## config.mk

```make
export PLATFORM = sky130hd
export DESIGN_NAME = dmem_responder
export DESIGN_NICKNAME = d
export VERILOG_FILES = /design/src/rtl/dmem_pkg.sv /design/src/rtl/dmem_byte_array.sv /design/src/rtl/dmem_responder.sv
export SDC_FILE = /design/constraint.sdc
export NUM_CORES = 1
export LEC_CHECK = 0
export CELL_PAD_IN_SITES_DETAIL_PLACEMENT = 1
export CELL_PAD_IN_SITES_GLOBAL_PLACEMENT = 2
export CORE_MARGIN = 1.5
export CORE_UTILIZATION = 40
export CTS_BUF_LIST = sky130_fd_sc_hd__clkbuf_8
export CTS_CLUSTER_SIZE = 30
export DETAILED_ROUTE_END_ITERATION = 6
export DONT_BUFFER_PORTS = 1
export GPL_ROUTABILITY_DRIVEN = 0
export PLACE_DENSITY = 0.76
export SLEW_MARGIN = 40
export SYNTH_ARGS = -nofsm -noshare
export SYNTH_HDL_FRONTEND = slang
export SYNTH_SLANG_ARGS = --single-unit
```

## constraint.sdc

```tcl
create_clock -name clk_i -period 6.15 [get_ports clk_i]
set_clock_uncertainty 0.05 [all_clocks]
set_input_delay 0.9225 -clock clk_i [delete_from_list [all_inputs] [get_ports clk_i]]
set_output_delay 0.9225 -clock clk_i [all_outputs]
set_load 0.05 [all_outputs]
```

## src/rtl/dmem_pkg.sv

```systemverilog
// Shared types and widths for the MEM-stage data-memory responder.
package dmem_pkg;

    localparam int unsigned WORD_W = 32;
    localparam int unsigned CNT_W  = 8;

    typedef enum logic [1:0] {
        StIdle = 2'd0,
        StWait = 2'd1,
        StAck  = 2'd2
    } state_e;

endpackage

```

## src/rtl/dmem_byte_array.sv

```systemverilog
// Little-endian byte storage with one word-wide write port and a combinational word read.
module dmem_byte_array
    import dmem_pkg::*;
#(
    parameter int unsigned DEPTH_WORDS = 8,
    localparam int unsigned ADDR_W     = $clog2(DEPTH_WORDS)
) (
    input  logic              clk_i,
    input  logic              we_i,
    input  logic [ADDR_W-1:0] idx_i,
    input  logic [WORD_W-1:0] wdata_i,
    output logic [WORD_W-1:0] rdata_o
);

    // Deliberately unreset so the contents survive a pipeline reset.
    logic [7:0] memory [4*DEPTH_WORDS];

    always_ff @(posedge clk_i) begin
        if (we_i) begin
            memory[{idx_i, 2'd0}] <= wdata_i[7:0];
            memory[{idx_i, 2'd1}] <= wdata_i[15:8];
            memory[{idx_i, 2'd2}] <= wdata_i[23:16];
            memory[{idx_i, 2'd3}] <= wdata_i[31:24];
        end
    end

    assign rdata_o = {memory[{idx_i, 2'd3}], memory[{idx_i, 2'd2}],
                      memory[{idx_i, 2'd1}], memory[{idx_i, 2'd0}]};

endmodule

```

## src/rtl/dmem_responder.sv

```systemverilog
// Fixed-latency load/store responder with req/ack handshake and pipeline stall output.
module dmem_responder
    import dmem_pkg::*;
#(
    parameter int unsigned DEPTH_WORDS = 8,
    parameter int unsigned LATENCY     = 10
) (
    input  logic              clk_i,
    input  logic              rst_i,
    input  logic              req_i,
    input  logic              we_i,
    input  logic [WORD_W-1:0] addr_i,
    input  logic [WORD_W-1:0] wdata_i,
    output logic [WORD_W-1:0] rdata_o,
    output logic              ack_o,
    output logic              err_o,
    output logic              stall_o
);

    localparam int unsigned ADDR_W = $clog2(DEPTH_WORDS);

    state_e             state_q, state_d;
    logic [CNT_W-1:0]   cnt_q, cnt_d;
    logic               we_q;
    logic [WORD_W-1:3]  unused_hi;
    logic [WORD_W-1:2]  addr_q;
    logic [WORD_W-1:0]  wdata_q;
    logic [WORD_W-1:0]  rdata_q;
    logic               err_q;
    logic               in_range;
    logic               access;
    logic               mem_we;
    logic [WORD_W-1:0]  mem_rdata;
    logic               unused_addr;

    // Byte offset is ignored; only the word address is latched.
    assign unused_addr = ^addr_i[1:0];
    assign unused_hi   = '0;

    assign in_range = (addr_q[WORD_W-1:ADDR_W+2] == '0);
    assign access   = (state_q == StWait) && (cnt_q == '0);
    assign mem_we   = access && we_q && in_range;

    dmem_byte_array #(
        .DEPTH_WORDS (DEPTH_WORDS)
    ) u_array (
        .clk_i   (clk_i),
        .we_i    (mem_we),
        .idx_i   (addr_q[ADDR_W+1:2]),
        .wdata_i (wdata_q),
        .rdata_o (mem_rdata)
    );

    always_comb begin
        state_d = state_q;
        cnt_d   = cnt_q;
        unique case (state_q)
            StIdle: begin
                if (req_i) begin
                    state_d = StWait;
                    cnt_d   = CNT_W'(LATENCY - 1);
                end
            end
            StWait: begin
                if (cnt_q == '0) begin
                    state_d = StAck;
                end else begin
                    cnt_d = cnt_q - 1'b1;
                end
            end
            StAck:   state_d = StIdle;
            default: state_d = StIdle;
        endcase
    end

    always_ff @(posedge clk_i or negedge rst_i) begin
        if (!rst_i) begin
            state_q <= StIdle;
            cnt_q   <= '0;
            we_q    <= 1'b0;
            addr_q  <= '0;
            wdata_q <= '0;
            rdata_q <= '0;
            err_q   <= 1'b0;
        end else begin
            state_q <= state_d;
            cnt_q   <= cnt_d;
            if (state_q == StIdle && req_i) begin
                we_q    <= we_i;
                addr_q  <= addr_i[WORD_W-1:2];
                wdata_q <= wdata_i;
            end
            if (access && !we_q) begin
                rdata_q <= in_range ? mem_rdata : '0;
            end
            if (access) begin
                err_q <= ~in_range;
            end else if (state_q == StAck) begin
                err_q <= 1'b0;
            end
        end
    end

    assign rdata_o = rdata_q;
    assign ack_o   = (state_q == StAck);
    assign err_o   = err_q;
    assign stall_o = req_i & ~ack_o;

endmodule

```

# Yosys cells after proc, flatten, opt, wreduce, memory -nomap -nowiden
# Memory sizes are Yosys's and may differ from the RTL's.
# Index checks and enable logic that the tools add are counted.
# W data, S select, Z words.
# totals
reg_bits	106
ram_bits	256
inputBits	68
output_inout_bits	35
word_cells	41
mem_count	1
# memory_table
name	depth	word_bits	read_ports	rd_ports_with_merged_regs	wr	line	text
u_array.memory	32	8	4	0	4	dmem_byte_array.sv:16	logic [7:0] memory [4*DEPTH_WORDS];
# classes
n_addsub	1
eq_ne	5
n_mux	11
bitwise_logic	3
n_reduce_logical	13
# op_table
cell	count
$mux W32	1
$logic_not A27 Y1	1
$mux W8	2
$pmux W8 S2	1
$logic_not A8 Y1	1
$sub A8 B1 Y8 const B	1
$logic_and A1 B1 Y1	5
$mux W1	4
$mux W2	2
$ne A2 B2 Y1 const B	2
$pmux W2 S2	1
$reduce_bool A2 Y1	2
$reduce_and A3 Y1	1
$eq A2 B1 Y1 const B	1
$eq A2 B2 Y1 const B	1
$logic_not A2 Y1	1
$ne A2 B1 Y1 const B	1
$not A1 Y1	2
$reduce_and A2 Y1	1
$and A1 B1 Y1	1
$logic_not A1 Y1	1

# Depth between registers and ports, before layout
# Gate-level depths: netlist of run 1.
# logic_depth
depth_word	6
depth_mapped	9
depth_no_buf	7

# Hierarchy
# From an unflattened synthesis of run 1, not the netlist that was laid out.
# unflattened
hier_cells	872
hier_area_um2	14295.0
# modules_own_cells
module	instances	cells_each	area_per_inst_um2	seq_area_each_um2
dmem_byte_array	1	421	9859.5	7687.4
dmem_responder	1	451	4435.5	2652.5

# Least setup slack after synthesis of run 1
# OpenSTA, ideal clock, no wires.
# synth_path
path_kind	reg2reg
from	reg cnt_q[0]
to	mem u_array.memory[0][0], enable pin
setup_time_ps	421
arrival_time_ps	2888
t_required_ps	5679
setup_slack_ps	2791
path_stages_with_launch	8
n_path_buf	0
period_less_slack_ps	3359
path_cell_list	dfrtp_1 inv_1 ha_1 nor3b_1 nand3_2 nor4_1 nand2b_1 nor2_1
# synth_lines
item	line	text
start: declaration	dmem_responder.sv:23	logic [CNT_W-1:0] cnt_q, cnt_d;
start signal: assignment	dmem_responder.sv:87	cnt_q <= cnt_d;
end: declaration	dmem_byte_array.sv:16	

==> metrics, run 1 <==
slack of the critical path 2589 ps; drt wl/cell 23.40 µm; clock sink count 362; vias in the first global route 8210; Tmin final 3561 ps; Yosys reg bits 362; I/O Buffers 0; Finished Layout Cells 1358; CP Capture Type flip-flop; Placed Area 0.01432 mm²; core area 0.03378 mm²; sequential area share after synthesis 0.7476; Die W 189.0 µm; Worst R2R Path Depth 8; nets@finish 930; Reg clk slew, reported paths 60 ps; Arrival @ worst endpoint 3760 ps; syn_nets 906; fin area 0.01545 mm²; endpoints failing setup 0; WHS 198.7 ps; Mean Syn Cell Area 16.54 µm²; Crit Reg-Reg Endpoint u_array.memory[2][31]; detailed-route via count 7500; Die Footprint 0.03570 mm²; Placement Setup Slack 2518 ps; Layout area overhead 11.72%; Post-Syn Instances 836; share of layout cells above drive strength 1 0.2233; Root Driver clkbuf_8; register area 0.01034 mm²; worst slew pin tran 820.8 ps; crit-path max FO 17; Die Y 189.0 µm; Final HPWL DP 18.35 mm; Post-Place Cells 1248; leak pwr 5.443 nW; peak supply drop 0.2337 mV; Reg-to-Reg Start cnt_q[0]; Distinct cells, synth 54; DRT Wirelength 31.78 mm; clk buf depth 3; Post-CTS Setup Bufs 0; initial antenna violation count 2; total track usage 0.1824; Post-synth EDFFs 256; kind of critical path flip-flop to flip-flop; area of the multi-input gates 0.003288 mm²; relative slew slack 0.4528; crit path launch type flip-flop; Layout Utilization 0.4574; Synth warnings 0; status finished, final reports clean; 1st-pass router iterations 5; total CTS buffers 57; CTS tree done; Most used DFF post-synth edfxtp_1; Period Utilization, post-route 0.5791; total negative slack 0 ps; f_max 280.8 MHz; first-pass GRT wire length 48.87 mm; worst hold-check path type input port to async pin; I/O pin cnt 103; Design Power 6.869 mW; asr flop ratio synth 0.2928; Std-Cell Rows 67; 1st-iter DRT viols 422; # Max-Cap Violations 0; GR Overflow Total 0; Initial Util 0.4094; Final ANT Viol Nets 0; fillers 3277; H-tree depth 2; WP data required 6350 ps; final hold vios 0; R2R Setup Slk 2590 ps; clock latency on the worst-skew pair 600 ps; vias per cell 5.523; PwrDens 444.5 mW/mm²; final slew viol count 0; DRC 0; RSZ-0062 raised after global routing false; largest net degree at the start of global routing 107; synthesized area 0.01383 mm²
[layer usage]
metal	vias to the layer above	part of all wire	track usage
met2	215	0.49	0.3060
li1	3328	-	-
met5	-	0.00076	0
met4	4	0.023	0.05525
met1	3885	0.43	0.2351
met3	68	0.061	0.04393
[worst max path at each step]
| stage | startpoint | endpoint | slack, ps | cells past startpoint |
|---|---|---|---|---|
| after global placement | cnt_q[0] | u_array.memory[2][20] | 2740 | 8 |
| final | cnt_q[0] | u_array.memory[2][31] | 2590 | 8 |
| after detailed placement | cnt_q[0] | u_array.memory[2][23] | 2520 | 8 |
| after CTS | cnt_q[0] | u_array.memory[2][5] | 2470 | 8 |
| after floorplan | cnt_q[0] | u_array.memory[0][0] | 2790 | 7 |
| after global routing | cnt_q[0] | u_array.memory[2][5] | 2250 | 8 |
[Yosys cell counts (8+ instances only)]
library cell,number,area (µm²)
buf_2,26,130.1
nand2b_1,12,75.07
o22ai_1,44,275.3
o21ai_0,42,210.2
o21ai_1,10,50.05
nand3_1,9,45.04
nor3_1,8,40.04
mux2_2,80,900.9
mux2i_1,24,240.2
clkbuf_1,14,52.55
a21oi_1,12,60.06
o221ai_1,18,157.7
nor2_1,19,71.32
o22a_1,8,70.07
edfxtp_1,256,7687
nand2_1,54,202.7
dfrtp_1,106,2653
mux4_2,12,270.3
[critical path: stages, from the launching register on]
cell      delay, ps
dfrtp_1         420
inv_1            90
ha_1            160
nor3b_1         310
nand3_2         190
nor4_1          540
nand2b_1        380
nor2_4          630
buf_4           430
[sequential cells by signal, indices dropped and copies added, names as in the netlist]
signal          flops
addr_q             30
cnt_q               8
err_o               1
rdata_o            32
state_q             2
u_array.memory    256
wdata_q            32
we_q                1
[kinds of logic after synthesis]
| group | count (synthesis) | share of synthesized area |
|---|---|---|
| muxes | 116 | 0.1020 |
| adders and majority gates | 2 | 0.001809 |
| and+or+nand+nor | 134 | 0.04876 |
| AOI/OAI and AO/OA | 161 | 0.07644 |
| buffers and inverters | 56 | 0.02017 |
| xor gates and xnor gates | 5 | 0.003167 |
| DFF | 362 | 0.7476 |
[repair_timing]
action	CTS	global route
hold buffers	1	0
gates resized for setup	0	0
endpoints found under the hold margin	106	0
[report_power, final]
group	internal [mW]	total (mW)	switching, mW
registers	3.10	3.53	0.437
logic	0.631	1.43	0.796
clock network	1.01	1.91	0.901
[area by class of cell]
type	instances	area share
clock inverter	39	0.009879
multi-input combinational	418	0.2128
sequential	362	0.6694
antenna	1	0.0001619
tap	448	0.03628
timing repair buffer	15	0.008583
clock buffer	69	0.06146
inverter	6	0.001457
[cell usage in the layout (no fill, tap or decap), types with 6 or more instances in the layout]
master and count:
edfxtp_1 256, dfrtp_1 103, mux2_2 80, clkbuf_8 69, nand2_1 53, o22ai_1 44
o21ai_0 42, inv_1 38, mux2i_1 24, o221ai_1 18, buf_4 14, a21oi_1 12
mux4_2 12, nor2_1 11, nand2b_1 10, o21ai_1 10, nand3_1 9, nor3_1 8
nor2_4 8, o22a_1 8, nor4_1 7, a221o_1 6
Power figures use the tool's default switching activity.
==> run 2, diff against run 1 <==
Clock period 6.15 ns to 3.4 ns, I/O delays scaled along.
==> run 2 against run 1 <==
  * Register-to-register slack worse by 2000 ps
  * Non-clock buffer count up 78
  * Total power up 83%
  * Via count up 3.6%
  * Clock power up 79%
  * Flip-flop and latch count unchanged
  * Fmax up 25%
  * Combinational power up 91%
  * Global-route usage up 0.97 points
  * Critical path type unchanged
==> metrics, run 2 (synthesis gave the netlist of run 1 again) <==
Die Y 189.0 µm (unchanged); commonest non-fill, non-tap cell in the layout edfxtp_1; DRT Wirelength 33.41 mm (+5.1%); hold_sp addr_i[2]; Reg-to-Reg Start cnt_q[0]; first-pass GRT wire length 51.85 mm (+6.1%); status finished, final reports clean; Period Utilization, post-route 0.8366 (+0.2575); vias per cell 5.413 (-2.0%); Hold Path Depth 1; CTS tree done; RSZ-0062 raised after global routing false; Reg clk slew, reported paths 60 ps (about the same); vias in the first global route 8579 (+4.5%); clk buf depth 3 (unchanged); total track usage 0.1921 (+0.009674); GR Overflow Total 0 (unchanged); worst slew pin tran 866.5 ps (+45.61 ps); Arrival @ worst endpoint 3040 ps (-720 ps); CP Buf/Inv Count 3 (+1); nets@finish 1009 (+8.5%); largest net degree at the start of global routing 107 (unchanged); Crit. Startpoint cnt_q[0]; Die W 189.0 µm (unchanged); Worst R2R Path Depth 9 (+1); kind of critical path flip-flop to flip-flop; 1st-iter DRT viols 486 (+15%); CP cell instances inv_1 > ha_1 > nor3b_1 > nand3_2 > nor4_1 > buf_4 > nand2b_1 > nor2_4 > buf_4; Final HPWL DP 19.09 mm (+4.0%); total negative slack 0 ps (unchanged); worst hold-check path type input port to flip-flop; most frequent cells in the layout edfxtp_1 (256), dfrtp_1 (103), mux2_2 (80); leak pwr 5.750 nW (+5.7%); 1st-pass router iterations 5 (unchanged); Layout area overhead 17.27%; Tmin final 2844 ps (-717.0 ps); final slew viol count 0 (unchanged); CP Capture Type flip-flop; Std-Cell Rows 67 (unchanged); Hold EP addr_q[2]; crit path launch type flip-flop; clock latency on the worst-skew pair 600 ps (about the same); max reg flops 256 (unchanged); final hold vios 0 (unchanged); initial antenna violation count 0 (-2); Max stage delay on crit path 410 ps (-220 ps); antenna cells 0 (-1); Largest delay share family, worst path simple AND/OR/NAND/NOR gates; relative slew slack 0.4224 (-0.03041); Die Footprint 0.03570 mm² (unchanged); core area 0.03378 mm² (unchanged); DRC 0 (unchanged); I/O Buffers 0 (unchanged); endpoints failing setup 0 (unchanged); CP most frequent cell buf_4; detailed-route via count 7773 (+3.6%); crit path max-delay cell type dfrtp_1; Post-CTS Setup Bufs 0 (unchanged); WP data required 3600 ps (-2750 ps); share of layout cells above drive strength 1 0.2237 (+0.0003619); crit-path max FO 19 (+2); Top reg by flops u_array.memory; R2R Setup Slk 560 ps (-2030 ps); Crit Reg-Reg Endpoint u_array.memory[0][25]; f_max 351.6 MHz (+25%); drt wl/cell 23.26 µm (-0.58%); clock sink count 362 (unchanged); Root Driver clkbuf_8; total CTS buffers 58 (+1.8%); # Max-Cap Violations 0 (unchanged); PwrDens 774.1 mW/mm² (+74%); Layout Utilization 0.4801 (+0.02270); Final ANT Viol Nets 0 (unchanged); I/O pin cnt 103 (unchanged); peak supply drop 0.3390 mV (+45%); Initial Util 0.4094 (unchanged); H-tree depth 2 (unchanged)
[run 2: cell types whose count changed in the layout (fill, tap and decap cells not counted)]
cell / delta
dlygate4sd3_1: +62
inv_1: -11
buf_4: +10
clkinv_2: +10
clkinv_1: +7
buf_12: +6
clkbuf_8: -6
nand2b_1: +2
nand2b_2: -2
clkinv_4: +1
diode_2: -1
nand2_1: +1
nand2_2: -1
[run 2: metal layers]
| layer | up-vias | GRT usage | routed length, µm |
|---|---|---|---|
| met5 | - | 0 | 0 |
| met4 | 0 | 0.06044 | 775 |
| met3 | 58 | 0.03726 | 1649 |
| met2 | 211 | 0.3218 | 16620 |
| met1 | 4024 | 0.2530 | 14360 |
| li1 | 3480 | - | - |
[run 2: area by class of cell]
type,instances,area [µm²]
Clock buffer,63,867.1
Clock inverter,46,196.4
Fill cell,3254,17560
Inverter,6,22.52
Multi-Input combinational cell,418,3281
Sequential cell,362,10340
Tap cell,448,560.5
Timing Repair Buffer,93,948.4
[run 2: report_power, final]
group | switching (mW) | internal, mW | leakage (nW)
combinational | 1.51 | 1.22 | 1.45
sequential | 0.812 | 5.60 | 3.67
clock | 1.71 | 1.71 | 0.633
total | 4.03 | 8.53 | 5.75
[run 2: stage by stage]
step                worst slack (ps)  hold slack, ps  power (mW)  cell area [µm²]  cells
floorplan                      41.12           164.4       8.184            13830    836
global placement               518.4           167.8       9.032            14510   1264
detailed placement             539.7           168.8       9.149            14510   1264
CTS                            521.9          0.3774       12.68            16220   1436
global route                   206.2           14.80       13.21            16220   1436
finish                         555.7           50.19       12.56            16220   1436
[run 2: worst max-delay path by stage]
stage / slack [ps] / endpoint / cells past startpoint
3_5_place_dp: 540 / u_array.memory[0][23] / 9
2_1_floorplan: 40 / u_array.memory[0][0] / 7
4_1_cts: 520 / u_array.memory[0][31] / 9
3_3_place_gp: 520 / u_array.memory[5][23] / 9
5_1_grt: 210 / u_array.memory[0][25] / 9
6_report: 560 / u_array.memory[0][25] / 9
[run 2: what timing repair did]
item                                    CTS  global route
hold endpoints to repair                167             0
gates resized for setup                   0             0
hold buffers                             63             0
endpoints found under the setup margin    0             0
[run 2: worst reg2reg max path, stage by stage, from the launching register on]
cell and delay, ps:
dfrtp_1 410, inv_1 90, ha_1 170, nor3b_1 310, nand3_2 200, nor4_1 300, buf_4 170, nand2b_1 250
nor2_4 200, buf_4 340
==> run 3, diff against run 2 <==
Clock period 3.4 ns to 2.71 ns, I/O delays scaled along.
==> run 3 against run 2 <==
  * Sequential power rose by 25%
  * Die area did not move
  * Non-clock buffer count rose by 23
  * Final cell count rose by 1.8%
  * Worst hold slack improved by 290 ps
  * Fmax rose by 12%
  * Count of clock-buffer cells in the layout fell by 1
  * Global-route usage barely moved
  * Critical endpoint is now u_array.memory[5][18]
==> metrics, run 3 (synthesis gave the netlist of run 1 again) <==
# Max-Cap Violations 0 (unchanged); largest net degree at the start of global routing 107 (unchanged); GR Overflow Total 0 (unchanged); max reg flops 256 (unchanged); Initial Util 0.4094 (unchanged); final slew viol count 0 (unchanged); most frequent cells in the layout edfxtp_1 (256), dfrtp_1 (103), mux2_2 (80); CTS tree done; Top reg by flops u_array.memory; WP data required 2950 ps (-650 ps); clock sink count 362 (unchanged); crit path launch type flip-flop; share of layout cells above drive strength 1 0.2369 (+0.01324); GR met3 Demand/Resource 0.04133 (+0.004078); Layout area overhead 19.98%; area of the multi-input gates 0.003307 mm² (+0.80%); Top Usage Layer GRT met2; I/O pin cnt 103 (unchanged); I/O Buffers 0 (unchanged); Die Y 189.0 µm (unchanged); Layout Utilization 0.4912 (+0.01111); net switching power 5.085 mW (+26%); clock network power share 0.285 (+0.013); Reg clk slew, reported paths 60 ps (about the same); Final ANT Viol Nets 0 (unchanged); worst slew pin tran 666.7 ps (-199.7 ps); detailed-route via count 7903 (+1.7%); DRC 0 (unchanged); WHS 343.3 ps (+293.1 ps); Seq pwr share 0.492 (-0.019); peak supply drop 0.4972 mV (+47%); Die W 189.0 µm (unchanged); crit-path max FO 22 (+3); Design Power 16.31 mW (+30%); fillers 3206 (-1.5%); total track usage 0.1923 (about the same); combinational cell fraction of total power 0.223 (+0.006); CP Capture Type flip-flop; first-pass GRT wire length 51.84 mm (about the same); nets@finish 1033 (+2.4%); vias in the first global route 8624 (+0.52%); f_max 392.5 MHz (+12%); Root Driver clkbuf_8; Placed Area 0.01470 mm² (+1.3%); fin area 0.01659 mm² (+2.3%); leak pwr 5.940 nW (+3.3%); endpoints failing setup 0 (unchanged); Die Footprint 0.03570 mm² (unchanged); 1st-pass router iterations 5 (unchanged); Finished Layout Cells 1462 (+1.8%); clock latency on the worst-skew pair 600 ps (about the same); Final HPWL DP 19.78 mm (+3.6%); 1st-iter DRT viols 529 (+8.8%); kind of critical path flip-flop to flip-flop; register area 0.01034 mm² (unchanged); Sw Ratio 0.3118 (-0.009004); met1 global-route usage 0.2446 (-0.008469); Post-Place Cells 1282 (+1.4%); DRT Wirelength 33.61 mm (+0.60%); Period Utilization, post-route 0.9402 (+0.1036); R2R Setup Slk 160 ps (-390 ps); worst hold-check path type input port to flip-flop; relative slew slack 0.5555 (+0.1332); total CTS buffers 59 (+1.7%); Std-Cell Rows 67 (unchanged); Internal 11.22 mW (+32%); vias per cell 5.406 (-0.14%); met2 Usage GRT 0.3377 (+0.01584); initial antenna violation count 1 (+1); clk buf depth 3 (unchanged); Arrival @ worst endpoint 2780 ps (-260 ps); core area 0.03378 mm² (unchanged); commonest non-fill, non-tap cell in the layout edfxtp_1; PwrDens 982.7 mW/mm² (+27%); RSZ-0062 raised after global routing false; status finished, final reports clean; H-tree depth 2 (unchanged); Tmin final 2548 ps (-296.4 ps); final hold vios 0 (unchanged); drt wl/cell 22.99 µm (-1.2%)
-- run 3: cell count changes in the layout (fill, tap and decap cells not counted), sizes merged, moves of 3 or more --
| cell | change |
|---|---|
| dlygate4sd3 | +3 |
| clkinv | -7 |
| bufinv | +4 |
| buf | +20 |
| inv | +7 |
-- run 3: repair_timing --
item                                    4_1_cts  5_1_grt
pin swaps                                     1        0
setup buffers                                 2        0
hold buffers                                 66        0
endpoints found under the setup margin      254      101
hold endpoints to repair                    170        0
resized for setup                             3        3
-- run 3: cell type report --
cell class / count / area share
antenna: 1 / 0.0001508
clock buffer: 62 / 0.05142
clock inverter: 49 / 0.01870
inverter: 6 / 0.001357
multi-input combinational: 418 / 0.1993
sequential: 362 / 0.6233
tap: 448 / 0.03378
timing repair buffer: 116 / 0.07200
-- run 3: stage by stage --
stage,setup TNS (ps),setup slack [ps]
floorplan,-42940,-178.1
global placement,-12480,-108.8
finish,0,162.1
global route,0,2.330
CTS,0,35.42
detailed placement,-35720,-194.3
-- run 3: critical path, cell delays in order (launching register included) --
cell and delay, ps:
dfrtp_1 420, inv_1 100, ha_1 170, nor3b_2 210, nand3_2 130, nor4_4 280, buf_4 170, nand2_1 220
nor2_4 250, buf_12 230
-- run 3: metal layers --
layer	part of all wire	routed length [µm]
met1	0.43	14290
met2	0.51	17080
met3	0.052	1761
met4	0.014	472
met5	0	0
-- run 3: path summary, 6_finish.rpt --
| check | startpoint | to | cells after the start |
|---|---|---|---|
| max | cnt_q[0] | u_array.memory[5][18] | 9 |
| min | req_i | cnt_q[6] | 3 |
| max reg2reg | cnt_q[0] | u_array.memory[5][18] | 9 |
| min reg2reg | addr_q[10] | addr_q[10] | 1 |
| max in group asynchronous | rst_i | wdata_q[29] | 2 |
| min in group asynchronous | rst_i | rdata_o[9] | 2 |
-- run 3: power groups by stage --
stage,registers [mW],clock network (mW),logic [mW]
3_3_place_gp,8.05,0,3.48
6_report,8.02,4.65,3.64
3_5_place_dp,8.11,0,3.53
4_1_cts,8.01,4.75,3.67
5_1_grt,8.16,5.01,3.97
2_1_floorplan,7.62,0,2.66
